--- src/rtl/bp_be_issue_queue_if.sv ---
// FE-to-decoder issue queue bundle: enqueue handshake, issue port, commit/roll/clear
// controls and occupancy status. The slave modport is the queue side.
interface bp_be_issue_queue_if #(
    parameter int els_p         = 8,
    parameter int vaddr_width_p = 39,
    localparam int ptr_width_lp = $clog2(els_p) + 1
);
    logic                     fe_v_i;
    logic [vaddr_width_p-1:0] fe_pc_i;
    logic [31:0]              fe_instr_i;
    logic                     fe_exc_not_instr_i;
    logic [1:0]               fe_exc_i;
    logic                     fe_ready_o;
    logic                     issue_v_o;
    logic [vaddr_width_p-1:0] issue_pc_o;
    logic [31:0]              issue_instr_o;
    logic                     issue_exc_not_instr_o;
    logic [1:0]               issue_exc_o;
    logic                     issue_yumi_i;
    logic                     commit_i;
    logic                     roll_i;
    logic                     clr_i;
    logic                     empty_o;
    logic [ptr_width_lp-1:0]  count_o;

    modport master (
        output fe_v_i, fe_pc_i, fe_instr_i, fe_exc_not_instr_i, fe_exc_i,
        output issue_yumi_i, commit_i, roll_i, clr_i,
        input  fe_ready_o, issue_v_o, issue_pc_o, issue_instr_o,
        input  issue_exc_not_instr_o, issue_exc_o, empty_o, count_o
    );

    modport slave (
        input  fe_v_i, fe_pc_i, fe_instr_i, fe_exc_not_instr_i, fe_exc_i,
        input  issue_yumi_i, commit_i, roll_i, clr_i,
        output fe_ready_o, issue_v_o, issue_pc_o, issue_instr_o,
        output issue_exc_not_instr_o, issue_exc_o, empty_o, count_o
    );
endinterface

--- src/rtl/bp_be_issue_queue.sv ---
// Speculative issue FIFO with write/read/commit pointers; roll replays issued entries.
// Optional BP_BE_ISSUE_QUEUE_BYPASS_EN: zero-latency issue of an enqueue into an empty read side.
module bp_be_issue_queue #(
    parameter int els_p         = 8,
    parameter int vaddr_width_p = 39
) (
    input logic                clk_i,
    input logic                reset_i,
    bp_be_issue_queue_if.slave io
);
    localparam int ptr_width_lp = $clog2(els_p) + 1;
    localparam int idx_width_lp = ptr_width_lp - 1;

    logic [ptr_width_lp-1:0]  wptr_q, wptr_d, rptr_q, rptr_d, cptr_q, cptr_d;
    logic [ptr_width_lp-1:0]  cptr_adv;
    logic [vaddr_width_p-1:0] pc_mem_q    [els_p];
    logic [31:0]              instr_mem_q [els_p];
    logic                     excni_mem_q [els_p];
    logic [1:0]               exc_mem_q   [els_p];

    logic                     full, ready, enq, stored_v, bypass, issue_v;
    logic                     yumi_ok, commit_ok;
    logic [idx_width_lp-1:0]  widx, ridx;

    assign widx = wptr_q[idx_width_lp-1:0];
    assign ridx = rptr_q[idx_width_lp-1:0];

    always_comb begin
        full     = (wptr_q[idx_width_lp-1:0] == cptr_q[idx_width_lp-1:0])
                 & (wptr_q[ptr_width_lp-1] != cptr_q[ptr_width_lp-1]);
        ready    = ~full & ~io.clr_i & ~reset_i;
        enq      = io.fe_v_i & ready;
        stored_v = (rptr_q != wptr_q);
`ifdef BP_BE_ISSUE_QUEUE_BYPASS_EN
        // clr already blocks the enqueue; roll must block it explicitly
        bypass   = ~stored_v & enq & ~io.roll_i;
`else
        bypass   = 1'b0;
`endif
        issue_v  = stored_v | bypass;
    end

    always_comb begin
        io.fe_ready_o            = ready;
        io.issue_v_o             = issue_v;
        io.issue_pc_o            = pc_mem_q[ridx];
        io.issue_instr_o         = instr_mem_q[ridx];
        io.issue_exc_not_instr_o = excni_mem_q[ridx];
        io.issue_exc_o           = exc_mem_q[ridx];
        if (bypass) begin
            io.issue_pc_o            = io.fe_pc_i;
            io.issue_instr_o         = io.fe_instr_i;
            io.issue_exc_not_instr_o = io.fe_exc_not_instr_i;
            io.issue_exc_o           = io.fe_exc_i;
        end
        io.empty_o = (wptr_q == cptr_q);
        io.count_o = wptr_q - cptr_q;
    end

    always_comb begin
        yumi_ok   = io.issue_yumi_i & issue_v;
        commit_ok = io.commit_i & (cptr_q != rptr_q);
        cptr_adv  = cptr_q + ptr_width_lp'(commit_ok);
        wptr_d    = wptr_q + ptr_width_lp'(enq);
        cptr_d    = cptr_adv;
        rptr_d    = rptr_q + ptr_width_lp'(yumi_ok);
        if (io.clr_i) begin
            cptr_d = wptr_q;
            rptr_d = wptr_q;
        end else if (io.roll_i) begin
            rptr_d = cptr_adv;
        end
    end

    always_ff @(posedge clk_i or posedge reset_i) begin
        if (reset_i) begin
            wptr_q <= '0;
            rptr_q <= '0;
            cptr_q <= '0;
        end else begin
            wptr_q <= wptr_d;
            rptr_q <= rptr_d;
            cptr_q <= cptr_d;
        end
    end

    // Storage is deliberately unreset; pointers alone define validity.
    always_ff @(posedge clk_i) begin
        if (enq) begin
            pc_mem_q[widx]    <= io.fe_pc_i;
            instr_mem_q[widx] <= io.fe_instr_i;
            excni_mem_q[widx] <= io.fe_exc_not_instr_i;
            exc_mem_q[widx]   <= io.fe_exc_i;
        end
    end

    a_yumi_needs_valid: assert property (@(posedge clk_i) disable iff (reset_i)
        io.issue_yumi_i |-> issue_v);
    a_commit_needs_issued: assert property (@(posedge clk_i) disable iff (reset_i)
        io.commit_i |-> (cptr_q != rptr_q));
endmodule

--- src/flat_wrapper.sv ---
// flat-port wrapper written by rule: the top's interface ports become plain ports
module bp_be_issue_queue_flat 
#(
    parameter int els_p         = 8,
    parameter int vaddr_width_p = 39
)
  (clk_i, reset_i, io_fe_v_i, io_fe_pc_i, io_fe_instr_i, io_fe_exc_not_instr_i, io_fe_exc_i, io_issue_yumi_i, io_commit_i, io_roll_i, io_clr_i, io_fe_ready_o, io_issue_v_o, io_issue_pc_o, io_issue_instr_o, io_issue_exc_not_instr_o, io_issue_exc_o, io_empty_o, io_count_o);
  bp_be_issue_queue_if #(.els_p(els_p), .vaddr_width_p(vaddr_width_p)) io_i ();
  input logic clk_i;
  input logic reset_i;
  input wire logic [$bits(io_i.fe_v_i)-1:0] io_fe_v_i;
  input wire logic [$bits(io_i.fe_pc_i)-1:0] io_fe_pc_i;
  input wire logic [$bits(io_i.fe_instr_i)-1:0] io_fe_instr_i;
  input wire logic [$bits(io_i.fe_exc_not_instr_i)-1:0] io_fe_exc_not_instr_i;
  input wire logic [$bits(io_i.fe_exc_i)-1:0] io_fe_exc_i;
  input wire logic [$bits(io_i.issue_yumi_i)-1:0] io_issue_yumi_i;
  input wire logic [$bits(io_i.commit_i)-1:0] io_commit_i;
  input wire logic [$bits(io_i.roll_i)-1:0] io_roll_i;
  input wire logic [$bits(io_i.clr_i)-1:0] io_clr_i;
  output wire logic [$bits(io_i.fe_ready_o)-1:0] io_fe_ready_o;
  output wire logic [$bits(io_i.issue_v_o)-1:0] io_issue_v_o;
  output wire logic [$bits(io_i.issue_pc_o)-1:0] io_issue_pc_o;
  output wire logic [$bits(io_i.issue_instr_o)-1:0] io_issue_instr_o;
  output wire logic [$bits(io_i.issue_exc_not_instr_o)-1:0] io_issue_exc_not_instr_o;
  output wire logic [$bits(io_i.issue_exc_o)-1:0] io_issue_exc_o;
  output wire logic [$bits(io_i.empty_o)-1:0] io_empty_o;
  output wire logic [$bits(io_i.count_o)-1:0] io_count_o;
  assign io_i.fe_v_i = io_fe_v_i;
  assign io_i.fe_pc_i = io_fe_pc_i;
  assign io_i.fe_instr_i = io_fe_instr_i;
  assign io_i.fe_exc_not_instr_i = io_fe_exc_not_instr_i;
  assign io_i.fe_exc_i = io_fe_exc_i;
  assign io_i.issue_yumi_i = io_issue_yumi_i;
  assign io_i.commit_i = io_commit_i;
  assign io_i.roll_i = io_roll_i;
  assign io_i.clr_i = io_clr_i;
  assign io_fe_ready_o = io_i.fe_ready_o;
  assign io_issue_v_o = io_i.issue_v_o;
  assign io_issue_pc_o = io_i.issue_pc_o;
  assign io_issue_instr_o = io_i.issue_instr_o;
  assign io_issue_exc_not_instr_o = io_i.issue_exc_not_instr_o;
  assign io_issue_exc_o = io_i.issue_exc_o;
  assign io_empty_o = io_i.empty_o;
  assign io_count_o = io_i.count_o;
  bp_be_issue_queue #(.els_p(els_p), .vaddr_width_p(vaddr_width_p)) u_core (.clk_i(clk_i), .reset_i(reset_i), .io(io_i));
endmodule
--- config.mk ---
export PLATFORM = sky130hd
export DESIGN_NAME = bp_be_issue_queue_flat
export DESIGN_NICKNAME = d
export VERILOG_FILES = /design/src/rtl/bp_be_issue_queue_if.sv /design/src/rtl/bp_be_issue_queue.sv /design/src/flat_wrapper.sv
export SDC_FILE = /design/constraint.sdc
export NUM_CORES = 1
export LEC_CHECK = 0
export ABC_AREA = 1
export ABC_CLOCK_PERIOD_IN_PS = 5300
export BUFFER_PORTS_ARGS = -buffer_cell sky130_fd_sc_hd__buf_4
export CORE_MARGIN = 5
export CORE_UTILIZATION = 31
export CTS_CLUSTER_SIZE = 20
export DETAILED_ROUTE_END_ITERATION = 10
export MAX_ROUTING_LAYER = met4
export PLACE_DENSITY = 0.5
export SLEW_MARGIN = 20
export SYNTH_ARGS = -nofsm -noshare
export SYNTH_HDL_FRONTEND = slang
export SYNTH_SLANG_ARGS = --single-unit
--- constraint.sdc ---
create_clock -name clk_i -period 5.3 [get_ports clk_i]
set_input_delay 0.795 -clock clk_i [delete_from_list [all_inputs] [get_ports clk_i]]
set_output_delay 0.795 -clock clk_i [all_outputs]
set_load 0.1 [all_outputs]
# Word level (Yosys, flattened, before mapping)
# Memory sizes are Yosys's and may differ from the RTL's.
# Index checks and enable logic that the tools add are counted.
# W data, S select, Z words.
[totals] register_bits=12 ramBits=592 output_inout_bits=81 memories=4
[mem_list] memory="u_core.pc_mem_q" words=8 width=39 rd=1 rd_clocked_by_memory_dff=0 wr=1 line_no="bp_be_issue_queue.sv:16" rtl="logic [vaddr_width_p-1:0] pc_mem_q [els_p];"
[mem_list] memory="u_core.instr_mem_q" words=8 width=32 rd=1 rd_clocked_by_memory_dff=0 wr=1 line_no="bp_be_issue_queue.sv:17" rtl="logic [31:0] instr_mem_q [els_p];"
[mem_list] memory="u_core.exc_mem_q" words=8 width=2 rd=1 rd_clocked_by_memory_dff=0 wr=1 line_no="bp_be_issue_queue.sv:19" rtl="logic [1:0] exc_mem_q [els_p];"
[mem_list] memory="u_core.excni_mem_q" words=8 width=1 rd=1 rd_clocked_by_memory_dff=0 wr=1 line_no="bp_be_issue_queue.sv:18" rtl="logic excni_mem_q [els_p];"
[classes] add_sub_neg=4 n_eq_ne=5 muxes=5 n_bitwise=9
[ops] operator="$add A4 B1 Y4" count=3
[ops] operator="$mux W4" count=3
[ops] operator="$ne A4 B4 Y1" count=2
[ops] operator="$and A1 B1 Y1" count=6
[ops] operator="$eq A4 B4 Y1" count=1
[ops] operator="$sub A4 B4 Y4" count=1
[ops] operator="$eq A3 B3 Y1" count=1
[ops] operator="$not A1 Y1" count=3
[ops] operator="$mux W1" count=2
[ops] operator="$ne A1 B1 Y1" count=1

# Longest topological paths before layout
# Gate-level depths: netlist of the first run.
[logic_depth] depth_word=8 ltp_mapped=14 depth_no_buf=11

# Least setup slack after synthesis of the first run
# Ideal clock, no wire load.
[synth_path] path_type="reg-to-reg" start="register u_core.wptr_q[0]" end="memory u_core.exc_mem_q[0][0] (enable)" setup_ns=0.507 t_arrival_ns=4.488 required_time_ns=4.793 path_slack_ns=0.305 stages_incl_launch_ff=9 path_buffers=1 period_less_slack_ns=4.995 cell_sequence="dfrtp_1 clkbuf_1 inv_1 ha_1 nand2_1 nor2_1 nand2_1 nand3_1 nor2_1"
[synth_between] elab_chain_cells=8
[synth_rtl] item="start: declaration" line_no="bp_be_issue_queue.sv:14" rtl="logic [ptr_width_lp-1:0] wptr_q, wptr_d, rptr_q, rptr_d, cptr_q, cptr_d;"
[synth_rtl] item="start signal: assignment" line_no="bp_be_issue_queue.sv:81" rtl="wptr_q <= wptr_d;"
[synth_rtl] item="$eq A3 B3 Y1" line_no="bp_be_issue_queue.sv:29" rtl="full = (wptr_q[idx_width_lp-1:0] == cptr_q[idx_width_lp-1:0])"
[synth_rtl] item="$and A1 B1 Y1" line_no="bp_be_issue_queue.sv:30" rtl="& (wptr_q[ptr_width_lp-1] != cptr_q[ptr_width_lp-1]);"
[synth_rtl] item="$not A1 Y1" line_no="bp_be_issue_queue.sv:31" rtl="ready = ~full & ~io.clr_i & ~reset_i;"
[synth_rtl] item="$and A1 B1 Y1 (2 in series)" line_no="bp_be_issue_queue.sv:31"
[synth_rtl] item="$and A1 B1 Y1" line_no="bp_be_issue_queue.sv:32" rtl="enq = io.fe_v_i & ready;"
[synth_rtl] item="$mux W1" line_no="bp_be_issue_queue.sv:89" rtl="if (enq) begin"
[synth_rtl] item="$mux W1 (not written as such)" line_no="bp_be_issue_queue.sv:93" rtl="exc_mem_q[widx] <= io.fe_exc_i;"
[synth_rtl] item="end: declaration" line_no="bp_be_issue_queue.sv:19"
# Parallel ways exist; a longest one is shown, timed or not.

# Worst setup path after layout of the first run
[layout_path] start="register u_core.rptr_q[1]" end="output port io_issue_instr_o[12]"
[layout_between] elab_chain_cells=1
[layout_rtl] item="start: declaration" line_no="bp_be_issue_queue.sv:14"
[layout_rtl] item="start signal: assignment" line_no="bp_be_issue_queue.sv:82" rtl="rptr_q <= rptr_d;"
[layout_rtl] item="$mem_v2 Z8 W32"
[layout_rtl] item="end: declaration" line_no="flat_wrapper.sv:23" rtl="output wire logic [$bits(io_i.issue_instr_o)-1:0] io_issue_instr_o;"
# No other way between the ends.

==> qor.txt, run 1 <==
I/O pin cnt - 162
Seq. cell area - 18100 sq um
Post-synthesis adder-cell area fraction - 0.544%
Worst min path class - in2async
Fin crit period - 3990 ps
Final Cycle Share - 75.2%
Worst-Margin Slew - 1020 ps
FF-to-FF path depth - 8
Status - finished, final reports clean
Multi-input gate area - 5720 sq um
Initial antenna violation count - 6
Largest net degree at the start of global routing - 137
Clk_skew - 16.5 ps
Req. time, crit path - 4510 ps
Post-synth cell types - 22
RSZ-0062 raised after global routing - no
Slowest CP cell - dfrtp_4
Syn Nets - 2192
Synth Instances - 2101
Most frequent CP cell - nand2_1
Chip height - 290 um
First-pass GRT wire length - 96.7 mm
Yosys top cell by area - edfxtp_1
Final Hold Viols - 0
DR vias - 15600
Worst setup path endpoint - io_issue_instr_o[12]
Critical path depth - 8
GP Congestion - 0.782
Async SR Flop Fraction - 1.99%
CTS tree - built
Crit path buffers/inverters - 3
Largest family of logic cells by synthesized area - simple AND/OR/NAND/NOR gates
Post-CTS Hold Buffers - 0
Starting DRT DRC Count - 1030
Total core area - 77700 sq um
Most frequent cell after synthesis - nor2_1
CP max stage delay - 700 ps
PortBufs - 161
Post-synthesis mux area share - 0%
Post-CTS Setup Bufs - 0
R2R Path Start - u_core.wptr_q[0]$_DFF_PP0_
Clock transition at the registers of the reported paths - 50 ps
Dpl hpwl - 33.7 mm
Final WS setup - 1310 ps
CTS root buffer - clkbuf_16
Layout Nets - 2341
Seq cells post-synth - 604
Nature of the critical path endpoint - output pin
Avg Inst Size Synth - 11.6 sq um
Maximum fanout along the worst path - 44
Via density - 4.66
Share of cells above drive strength 1 - 13.1%
Post-CTS Resized - 0
Share of the yosys chip area belonging to registers - 74.1%
Global route total overflow - 0
Reg2reg setup slack - 1800 ps
Fmax - 0.251 GHz
Post-synth EDFFs - 592
Drt wl/cell - 19.2 um
Relative slew margins - 31.7%
Vias in the first global route - 15200
CTS H-tree lvls - 3
All-Layer GR Usage - 15.2%
Final setup violating endpoints - 0
CP top delay family - buffers and inverters
CP Launch Point - u_core.rptr_q[1]$_DFF_PP0_
Die Width - 290 um
Fill cells - 7471
Initial Util - 31.4%
Synth top area share - 72.9%
Compound-cell area share of the yosys netlist - 6.23%
Max clock buf depth - 3
Crit path launch type - flop
Commonest cells in the netlist - 611 x nor2_1, 592 x edfxtp_1, 406 x nand2_1, 204 x o21ai_1, 98 x o21ai_0
Post-placement setup slack - 1740 ps
CP Data Arrival Time - 3190 ps
1st-pass router iterations - 5
Xor/xnor share of the synthesized area - 0.395%
Final WL - 64.4 mm
Cts bufs inserted - 71
Clock insertion delay at the later pin of the skew report - 600 ps
Worst reg2reg endpoint - u_core.instr_mem_q[1][15]$_DFFE_PP_
P&R area growth vs syn - 19.3%
Fin. max-slew vios - 0
Full die area - 84400 sq um
FP Rows - 102
Clock Sinks - 604
Setup_tns - 0 ps
Yosys Warn Count - 0
Simple-gate portion of the synthesized area - 16.0%
Mapped Area - 24400 sq um
Top post-synthesis cells by area - edfxtp_1 73%, nor2_1 9.4%, nand2_1 6.2%
Worst-path cell chain - inv_4, buf_4, nor2_1, o21ai_1, nand2_1, nand2_1, nand2_1, buf_4
Dominant synthesized flop cell - edfxtp_1
Setup Crit Path Kind - reg2out
Max-Cap Viols - 0
Antenna Nets Post-Route - 0
Post-route DRC - 0
==> area by class of cell <==
type	instances	share of cell area [%]
inverters	21	0.310
flip-flops and latches	604	62.2
repair buffers	194	5.54
clock buffers	90	6.57
clock inverters	34	1.22
well taps	1040	4.47
multi-input cells	1358	19.7
diodes	6	0.0516
==> worst min-delay path by stage <==
stage	slack [ps]	from	depth (start not counted)	endpoint
2_1_floorplan	480	u_core.wptr_q[0]$_DFF_PP0_	1	u_core.wptr_q[0]$_DFF_PP0_
3_3_place_gp	590	u_core.wptr_q[3]$_DFF_PP0_	1	u_core.wptr_q[3]$_DFF_PP0_
3_5_place_dp	570	u_core.wptr_q[3]$_DFF_PP0_	1	u_core.wptr_q[3]$_DFF_PP0_
4_1_cts	220	reset_i	2	u_core.cptr_q[0]$_DFF_PP0_
5_1_grt	270	reset_i	2	u_core.cptr_q[0]$_DFF_PP0_
6_report	240	reset_i	2	u_core.cptr_q[3]$_DFF_PP0_
==> flip-flops by register name, indices dropped and copies added (netlist names) <==
name	cells
u_core.wptr_q	4
u_core.exc_mem_q	16
u_core.instr_mem_q	256
u_core.rptr_q	4
u_core.excni_mem_q	8
u_core.pc_mem_q	312
u_core.cptr_q	4
==> worst register-to-register path, cell delays in order (launching register included) <==
cell and delay [ps]:
dfrtp_1 490, inv_1 160, ha_1 330, nand2_1 100, nor2_1 50, nand2_1 70
nand3_1 600, nor2_4 1020, buf_4 360
==> layout by cell type, fill, tap and decap left out, types with 14 or more instances in the layout <==
master     count
buf_4        181
clkbuf_1      16
clkbuf_16     74
clkinv_1      14
edfxtp_1     592
inv_1         18
nand2_1      406
nor2_1       603
o21ai_0       98
o21ai_1      204
==> metal layers <==
layer | wire length [um] | share of wire (%) | track usage [%]
met1 | 30300 | 47 | 20.9
met2 | 29600 | 46 | 23.4
met3 | 3370 | 5.2 | 2.93
met4 | 1180 | 1.8 | 4.07
met5 | 0 | 0 | -
==> kinds of logic (layout without fill, tap and decap cells) <==
family	after synthesis	after routing
and+or+nand+nor	1034	1034
DFF	604	604
AOI/OAI and AO/OA	303	303
buffers and inverters	139	339
xor gates and xnor gates	11	11
adders and majority gates	10	10
other	0	6
==> through the flow <==
stage          hold WS [ps]  instances  util, %  instance area, sq um
2_1_floorplan           477       2101        -                 24400
3_3_place_gp            589       3217     34.5                 26800
3_5_place_dp            575       3217     34.5                 26800
4_1_cts                 222       3341     37.4                 29100
5_1_grt                 268       3347     37.4                 29100
6_report                242       3347     37.4                 29100
Power of run 1 is not shown: default switching activity piles up to over one toggle a cycle in this logic, so the estimate is an artifact.
==> inputs of run 2 (changes only) <==
Settings changed: ABC_CLOCK_PERIOD_IN_PS 5300 to 3990, PLACE_DENSITY 0.5 to 0.48.
Clock period 5.3 ns to 3.99 ns, I/O delays scaled along.
==> run 2 against run 1 <==
Cell area shrank 0.25%. Die area is the same. Global-route usage is 0.66 points lower. First-iteration DRC count rose by 3.4%. Sequential share of layout area is 0.15 points higher. Critical path depth did not move. Critical endpoint is now io_issue_pc_o[2]. Largest cell class unchanged. Highest routed layer unchanged.
==> qor.txt, run 2 (same netlist as run 1, synthesis figures left out) <==
R2R Path Start - u_core.wptr_q[0]$_DFF_PP0_
Cts bufs inserted - 66
All-Layer GR Usage - 14.6%
Worst reg2reg endpoint - u_core.pc_mem_q[7][5]$_DFFE_PP_
Initial antenna violation count - 5
Vias in the first global route - 14900
1st-pass router iterations - 4
Worst min path class - in2async
I/O pin cnt - 162
Maximum fanout along the worst path - 148
Post-route DRC - 0
Largest net degree at the start of global routing - 154
DR vias - 15100
Most common cell after layout, fill and taps aside - nor2_1
Status - finished, final reports clean
Final setup violating endpoints - 0
Clock insertion delay at the later pin of the skew report - 580 ps
Commonest cells after routing, fill and taps aside - 603 x nor2_1, 592 x edfxtp_1, 406 x nand2_1
Req. time, crit path - 3390 ps
Die Width - 290 um
Final Hold Viols - 0
FF-to-FF path depth - 9
Layout Nets - 2339
Setup Crit Path Kind - reg2out
Total core area - 77700 sq um
Full die area - 84400 sq um
Registers with the most flip-flops - u_core.pc_mem_q (312), u_core.instr_mem_q (256), u_core.exc_mem_q (16)
Post-CTS Hold Buffers - 0
Antenna Nets Post-Route - 0
Crit path launch type - flop
Post-CTS Resized - 0
Max clock buf depth - 3
Fin. max-slew vios - 0
Dpl hpwl - 31.5 mm
Fill cells - 7469
CP Data Arrival Time - 2950 ps
CTS root buffer - clkbuf_16
Initial Util - 31.4%
FP Rows - 102
Clock Sinks - 604
Max-Cap Viols - 0
Post-CTS Setup Bufs - 0
Clock transition at the registers of the reported paths - 60 ps
Chip height - 290 um
Clk_skew - 19.5 ps
Final WS setup - 440 ps
Worst hold slack - 85.1 ps
Top reg by flops - u_core.pc_mem_q
P&R area growth vs syn - 19.0%
Worst-Margin Slew - 915 ps
CTS H-tree lvls - 3
Fmax - 0.282 GHz
Drt wl/cell - 18.3 um
PortBufs - 161
Share of cells above drive strength 1 - 12.9%
Post-placement setup slack - 1040 ps
Starting DRT DRC Count - 1065
First-pass GRT wire length - 92.9 mm
Nature of the critical path endpoint - output pin
RSZ-0062 raised after global routing - no
Final WL - 61.2 mm
CTS tree - built
Final Cycle Share - 89.0%
Global route total overflow - 0
Reg2reg setup slack - 1040 ps
Relative slew margins - 39.0%
Number of flip-flops in the largest register - 312
Fin crit period - 3550 ps
GP Congestion - 0.767
Via density - 4.50
-- run 2: area by class of cell --
type,count,area (sq um),area share [%]
Tap cell,1040,1300,4.48
Inverter,21,90.1,0.310
Multi-Input combinational cell,1358,5720,19.7
Antenna cell,5,12.5,0.0431
Clock inverter,35,312,1.07
Sequential cell,604,18100,62.3
Timing Repair Buffer,197,1720,5.92
Clock buffer,83,1780,6.13
-- run 2: worst max path at each step --
| stage | from | end | slack [ps] | depth (start not counted) |
|---|---|---|---|---|
| CTS | u_core.rptr_q[0]$_DFF_PP0_ | io_issue_exc_not_instr_o | 420 | 8 |
| floorplan | u_core.wptr_q[0]$_DFF_PP0_ | u_core.exc_mem_q[0][0]$_DFFE_PP_ | -1000 | 8 |
| finish | u_core.rptr_q[0]$_DFF_PP0_ | io_issue_pc_o[2] | 440 | 8 |
| detailed placement | u_core.wptr_q[0]$_DFF_PP0_ | u_core.pc_mem_q[7][5]$_DFFE_PP_ | 1040 | 9 |
| global route | u_core.rptr_q[0]$_DFF_PP0_ | io_issue_pc_o[1] | 240 | 8 |
| global placement | u_core.wptr_q[0]$_DFF_PP0_ | u_core.pc_mem_q[7][5]$_DFFE_PP_ | 1050 | 9 |
-- run 2: stage by stage --
step	std cells	util, %	TNS, ps	cell area, sq um
floorplan	2101	-	-594950	24400
global placement	3220	34.6	0	26900
detailed placement	3220	34.6	0	26900
CTS	3338	37.3	0	29000
global route	3343	37.3	0	29000
finish	3343	37.3	0	29000
-- run 2: critical path: stages (launching register included) --
cell	delay, ps
dfrtp_4	740
buf_12	530
nor2_1	110
nor2_1	110
o21ai_0	90
nand2_1	90
nand2_1	50
nand2_1	120
buf_4	300
-- run 2: per-layer routing --
metal / wire, um / up-vias / global-route usage, %
met5: 0 / - / -
met4: 964 / 0 / 3.83
met3: 2340 / 59 / 2.61
li1: - / 7477 / -
met2: 30400 / 240 / 24.4
met1: 27500 / 7279 / 18.4
Power of run 2 is left out for the same reason.
